File: src/rtl/fft_pkg.sv
// Shared types and width helpers for the FFT post-processing blocks.
package fft_pkg;

  typedef enum logic {
    PK_IDLE,
    PK_TRACK
  } pk_state_t;

  localparam int PWR_MULT = 2;

  function automatic int pwr_width(input int dw);
    return PWR_MULT * dw;
  endfunction

endpackage

File: src/rtl/fft_cmag2.sv
// Two-stage pipelined squared magnitude re^2 + im^2 with a bin/last sideband.
module fft_cmag2
  import fft_pkg::*;
#(
  parameter int DATA_W = 16,
  parameter int BIN_W  = 4
) (
  input  logic                     clk,
  input  logic                     rst_n,
  input  logic                     en,
  input  logic                     clr,
  input  logic                     vld_p0,
  input  logic signed [DATA_W-1:0] re_p0,
  input  logic signed [DATA_W-1:0] im_p0,
  input  logic [BIN_W-1:0]         bin_p0,
  input  logic                     last_p0,
  output logic                     vld_p2,
  output logic [pwr_width(DATA_W)-1:0] pwr_p2,
  output logic [BIN_W-1:0]         bin_p2,
  output logic                     last_p2
);

  localparam int PW = pwr_width(DATA_W);

  logic                 vld_p1;
  logic signed [PW-1:0] sq_re_p1;
  logic signed [PW-1:0] sq_im_p1;
  logic [BIN_W-1:0]     bin_p1;
  logic                 last_p1;

  always_ff @(posedge clk or negedge rst_n) begin
    if (!rst_n) begin
      vld_p1 <= 1'b0;
      vld_p2 <= 1'b0;
    end else if (clr) begin
      vld_p1 <= 1'b0;
      vld_p2 <= 1'b0;
    end else if (en) begin
      vld_p1 <= vld_p0;
      vld_p2 <= vld_p1;
    end
  end

  // p0 -> p1: squares; the product of two DATA_W values never exceeds PW bits
  always_ff @(posedge clk) begin
    if (en) begin
      sq_re_p1 <= PW'(re_p0) * PW'(re_p0);
      sq_im_p1 <= PW'(im_p0) * PW'(im_p0);
      bin_p1   <= bin_p0;
      last_p1  <= last_p0;
    end
  end

  // p1 -> p2: unsigned sum, max 2^(PW-1) so no carry out is lost
  always_ff @(posedge clk or negedge rst_n) begin
    if (!rst_n) begin
      pwr_p2  <= '0;
      bin_p2  <= '0;
      last_p2 <= 1'b0;
    end else if (en) begin
      pwr_p2  <= $unsigned(sq_re_p1) + $unsigned(sq_im_p1);
      bin_p2  <= bin_p1;
      last_p2 <= last_p1;
    end
  end

endmodule

File: src/rtl/fft_power_peak.sv
// Bin power stream with per-frame peak search; holds the bin counter,
// the peak tracker and the valid/ready handshake around fft_cmag2.
module fft_power_peak
  import fft_pkg::*;
#(
  parameter int FFT_SIZE   = 16,
  parameter int DATA_WIDTH = 16,
  parameter int SKIP_DC    = 1,
  localparam int LOG2      = $clog2(FFT_SIZE),
  localparam int PWR_W     = pwr_width(DATA_WIDTH)
) (
  input  logic                    clk_i,
  input  logic                    rst_ni,
  input  logic                    frame_clr_i,
  input  logic                    fft_in_valid_i,
  input  logic [2*DATA_WIDTH-1:0] fft_in_data_i,
  output logic                    fft_in_ready_o,
  output logic                    pwr_valid_o,
  output logic [PWR_W-1:0]        pwr_data_o,
  output logic [LOG2-1:0]         pwr_bin_o,
  output logic                    pwr_last_o,
  input  logic                    pwr_ready_i,
  output logic                    peak_valid_o,
  output logic [LOG2-1:0]         peak_bin_o,
  output logic [PWR_W-1:0]        peak_pwr_o
);

  localparam logic [LOG2-1:0] FIRST_BIN = (SKIP_DC != 0) ? LOG2'(1) : '0;
  localparam logic [LOG2-1:0] LAST_BIN  = LOG2'(FFT_SIZE - 1);

  logic            en;
  logic            in_hs;
  logic            out_hs;
  logic [LOG2-1:0] cnt;

  pk_state_t        pk_state;
  pk_state_t        pk_state_nxt;
  logic [LOG2-1:0]  trk_bin;
  logic [PWR_W-1:0] trk_pwr;
  logic [LOG2-1:0]  trk_bin_nxt;
  logic [PWR_W-1:0] trk_pwr_nxt;

  assign en             = !pwr_valid_o | pwr_ready_i;
  assign fft_in_ready_o = en & !frame_clr_i;
  assign in_hs          = fft_in_valid_i & fft_in_ready_o;
  assign out_hs         = pwr_valid_o & pwr_ready_i;

  fft_cmag2 #(
    .DATA_W (DATA_WIDTH),
    .BIN_W  (LOG2)
  ) u_cmag2 (
    .clk     (clk_i),
    .rst_n   (rst_ni),
    .en      (en),
    .clr     (frame_clr_i),
    .vld_p0  (in_hs),
    .re_p0   (fft_in_data_i[2*DATA_WIDTH-1:DATA_WIDTH]),
    .im_p0   (fft_in_data_i[DATA_WIDTH-1:0]),
    .bin_p0  (cnt),
    .last_p0 (cnt == LAST_BIN),
    .vld_p2  (pwr_valid_o),
    .pwr_p2  (pwr_data_o),
    .bin_p2  (pwr_bin_o),
    .last_p2 (pwr_last_o)
  );

  always_ff @(posedge clk_i or negedge rst_ni) begin
    if (!rst_ni) begin
      cnt <= '0;
    end else if (frame_clr_i) begin
      cnt <= '0;
    end else if (in_hs) begin
      cnt <= cnt + LOG2'(1);
    end
  end

  // Until the first eligible bin loads, the stored value is meaningless,
  // so comparisons only start in PK_TRACK.
  always_comb begin
    trk_bin_nxt  = trk_bin;
    trk_pwr_nxt  = trk_pwr;
    pk_state_nxt = pk_state;
    if (pwr_bin_o == FIRST_BIN ||
        (pk_state == PK_TRACK && pwr_data_o > trk_pwr)) begin
      trk_bin_nxt  = pwr_bin_o;
      trk_pwr_nxt  = pwr_data_o;
      pk_state_nxt = PK_TRACK;
    end
  end

  always_ff @(posedge clk_i or negedge rst_ni) begin
    if (!rst_ni) begin
      pk_state     <= PK_IDLE;
      trk_bin      <= '0;
      trk_pwr      <= '0;
      peak_valid_o <= 1'b0;
      peak_bin_o   <= '0;
      peak_pwr_o   <= '0;
    end else if (frame_clr_i) begin
      pk_state     <= PK_IDLE;
      trk_bin      <= '0;
      trk_pwr      <= '0;
      peak_valid_o <= 1'b0;
    end else begin
      peak_valid_o <= out_hs & pwr_last_o;
      if (out_hs) begin
        trk_bin  <= trk_bin_nxt;
        trk_pwr  <= trk_pwr_nxt;
        pk_state <= pwr_last_o ? PK_IDLE : pk_state_nxt;
        if (pwr_last_o) begin
          peak_bin_o <= trk_bin_nxt;
          peak_pwr_o <= trk_pwr_nxt;
        end
      end
    end
  end

endmodule

File: config.mk
export PLATFORM = sky130hd
export DESIGN_NAME = fft_power_peak
export DESIGN_NICKNAME = d
export VERILOG_FILES = /design/src/rtl/fft_pkg.sv /design/src/rtl/fft_cmag2.sv /design/src/rtl/fft_power_peak.sv
export SDC_FILE = /design/constraint.sdc
export NUM_CORES = 2
export LEC_CHECK = 0
export ABC_AREA = 0
export BUFFER_PORTS_ARGS = -buffer_cell sky130_fd_sc_hd__buf_2
export CAP_MARGIN = 30
export CORE_MARGIN = 5
export CORE_UTILIZATION = 65
export DETAILED_ROUTE_END_ITERATION = 6
export PLACE_DENSITY_LB_ADDON = 0.2
export SKIP_LAST_GASP = 1
export SLEW_MARGIN = 10
export SYNTH_ARGS = -nofsm -noshare
export SYNTH_HDL_FRONTEND = slang
export SYNTH_SLANG_ARGS = --single-unit
File: constraint.sdc
create_clock -name clk_i -period 3.4 [get_ports clk_i]
set_input_delay 0.34 -clock clk_i [delete_from_list [all_inputs] [get_ports clk_i]]
set_output_delay 0.34 -clock clk_i [all_outputs]
set_load 0.05 [all_outputs]
==> flow_summary_export.csv <==
group,metric,value,unit
yosys,synth_warnings,0,
die,initial_utilization,65.3,%
yosys,yosys_register_bits,184,
route,remaining_drc_errors,0,
route,ant_nets,0,
layout,final_common_cell,"inv_1",
status,violations,"setup timing",
route,drtIter0Drc,1902,
die,io_pins,113,
yosys,synth_enable_flop_cells,67,
die,rows,74,
yosys,synth.distinct_cells,65,
clocking,clkSinkCount,184,
job,maxCapViolations,0,
place,port_buffers,112,
yosys,synth.area.top_cells,"fa_1 35%, ha_1 11%, dfrtp_1 11%",
layout,post_route_design_area,33600,um2
layout,ff_latch_area,4940,um2
route,drt_wl_total,71900,um
setup_path,required,3.60,ns
layout,layout-area-overhead-vs-synth,26.7,%
grt,grt_max_degree,97,
layout,post_route_cells_drive_above_1_share,28.2,%
clocking,ctsRootBufferMaster,"clkbuf_16",
timing,timing.max_slew.rel_slack,61.5,%
grt,grt_residual_overflow,0,
yosys,synth_sequential_area_ratio,18.6,%
layout,mostFrequentLayoutCells,"619 x inv_1, 441 x fa_1, 404 x buf_4",
die,design.die.area,45000,um2
die,die_h,212,um
timing,timing_worst_slew_pin_value,0.578,ns
timing,hold_viol,0,
clocking,tritoncts.num_buffers,17,
timing,finClkSkew,0.0143,ns
setup_path,worst-path-max-fanout,10,
die,die_width,212,um
place,globalplace.congestion,0.922,
clocking,clk_latency,0.45,ns
place,place_worst_setup_slack,-3.07,ns
yosys,synth_top_area_share,35.2,%
layout,fin_nets,3985,
timing,final_worst_slack,-2.70,ns
setup_path,worst_setup_path_type,"in2reg",
status,status,"finished, violations left",
die,core,40600,um2
yosys,synth_flop_cell,"dfrtp_1",
clocking,htreeDepth,4,
route,drt-wirelength-per-cell,19.0,um
layout,fillers,2188,
grt,grt_pass1_wl,113000,um
yosys,synthesis.nets,3464,
timing,finalCritPeriodShare,179,%
setup_path,regToRegSetupSlack,0.08,ns
yosys,syn_avg_cell_area,9.77,um2
timing,slew_violations,0,
clocking,cts.clk_slew.worst_paths,0.07,ns
place,placed_area,31300,um2
layout,multiInputGateArea,20200,um2
clocking,cts_tree,"done",
clocking,cts.path.max_buffers,2,
min_path,timing.hold.worst.class,"in2reg",
timing,post-route-min-period,6.10,ns
timing,setup_repair_after_global_routing_missed_its_margin,"true",
yosys,post_synthesis_cell_area,26500,um2
route,detailedRoute.firstPassIterationCount,6,
grt,global_route.usage.total,31.4,%
route,vias_per_inst,5.67,
yosys,ys_async_sr_fraction,63.6,%
grt,grt_antenna_before_repair,0,
yosys,synthesis.instances,2717,
grt,first_global_vias,23500,
setup_path,cp.arrival,6.30,ns
timing,report.final.setup_viol,52,
setup_path,end_kind,"flop",
timing,achievable-frequency,164,MHz
yosys,synth.largest_area_cell,"fa_1",
setup_path,worstSetupStartpointType,"input port",
place,dpl.hpwl,53200,um
route,via_count,21400,
layout,antenna_cells_inserted,0,
[cell usage after synthesis, drive strengths merged (7+ instances only)]
cell type  instances
nand2b            17
ha               243
edfxtp            67
buf               10
o21bai             7
a31o              12
fa               467
a21o              40
nand4             13
o21a              13
a31oi             12
nor2b             16
a211oi            17
o21ai             84
and2              83
inv              670
mux2i             73
dfrtp            117
nor2             155
clkbuf            63
and3              12
nand2            245
xnor2             82
or2               10
a21oi             68
nand3             17
nor3              12
xor2              32
[what timing repair did]
action	CTS	global route
hold buffers	1	0
endpoints found under the hold margin	21	0
setup buffers	47	27
cloned	1	0
gates resized for setup	231	130
endpoints found under the setup margin	52	59
pin swaps	153	124
[state kept, by name, summed over array words and instances, names as in the netlist]
signal,cells
trk_bin,4
trk_pwr,32
pk_state,1
u_cmag2.pwr_p2,32
u_cmag2.last_p2,1
u_cmag2.last_p1,1
u_cmag2.sq_re_p1,31
u_cmag2.sq_im_p1,31
peak_valid_o,1
u_cmag2.vld_p1,1
u_cmag2.bin_p1,4
u_cmag2.bin_p2,4
peak_pwr_o,32
cnt,4
u_cmag2.vld_p2,1
peak_bin_o,4
[per-layer routing]
layer	vias up	part of all wire (%)	global-route usage (%)
met5	-	0	0
met4	0	5.0	12.2
met3	302	5.6	3.23
met2	878	53	57.6
met1	10800	36	38.2
li1	9406	-	-
[metrics by stage]
step	std cells	hold slack (ns)	setup TNS (ns)	utilization (%)
after floorplan	2717	0.0444	-89.77	-
after global placement	3698	0.242	-112.40	76.9
after detailed placement	3698	0.244	-116.90	76.9
after CTS	3772	0.181	-88.09	81.3
after global routing	3783	0.213	-99.21	82.7
final	3783	0.178	-93.23	82.7
[worst paths after layout]
path / from / endpoint / cells past startpoint
max: fft_in_data_i[27] / u_cmag2.sq_re_p1[29]$_DFFE_PN_ / 25
min: fft_in_valid_i / cnt[1]$_DFFE_PN0P_ / 3
max reg2reg: u_cmag2.sq_im_p1[3]$_DFFE_PN_ / u_cmag2.pwr_p2[30]$_DFFE_PN0N_ / 10
min reg2reg: u_cmag2.bin_p1[0]$_DFFE_PN_ / u_cmag2.bin_p2[0]$_DFFE_PN0N_ / 2
max in group asynchronous: rst_ni / peak_pwr_o[19]$_DFFE_PN0P_ / 3
min in group asynchronous: rst_ni / peak_bin_o[3]$_DFFE_PN0P_ / 2
[critical path, cell delays in order]
cell      delay, ns
buf_6          0.13
buf_4          0.15
nand2_1        0.15
inv_1          0.17
fa_1           0.51
fa_1           0.41
inv_1          0.11
fa_1           0.44
inv_2          0.09
fa_2           0.44
fa_1           0.56
inv_2          0.08
fa_1           0.56
inv_2          0.06
ha_4           0.25
a21oi_4        0.18
o21bai_4       0.10
a311oi_2       0.25
nor2b_1        0.08
a41o_1         0.23
o41a_1         0.35
buf_6          0.14
a211oi_4       0.26
a21oi_2        0.08
xor2_1         0.16
[logic make-up (layout without fill, tap and decap cells)]
kind of cell | after synthesis | after routing | synth area share (%)
buf+inv | 743 | 1277 | 10.6
fa+ha+maj | 710 | 710 | 46.7
simple gates | 595 | 595 | 10.2
compound gates | 297 | 297 | 7.32
flops | 184 | 184 | 18.6
xor+xnor | 114 | 114 | 3.76
mux | 74 | 74 | 2.80
[final cells by class]
class	instances	area share [%]
Multi-Input combinational cell	1790	60.2
Sequential cell	184	14.7
Timing Repair Buffer	575	13.8
Inverter	670	7.54
Tap cell	532	1.98
Clock buffer	17	1.27
Clock inverter	15	0.450
Power is not shown: default switching activity piles up to over one toggle a cycle in this logic, so the estimate is an artifact.
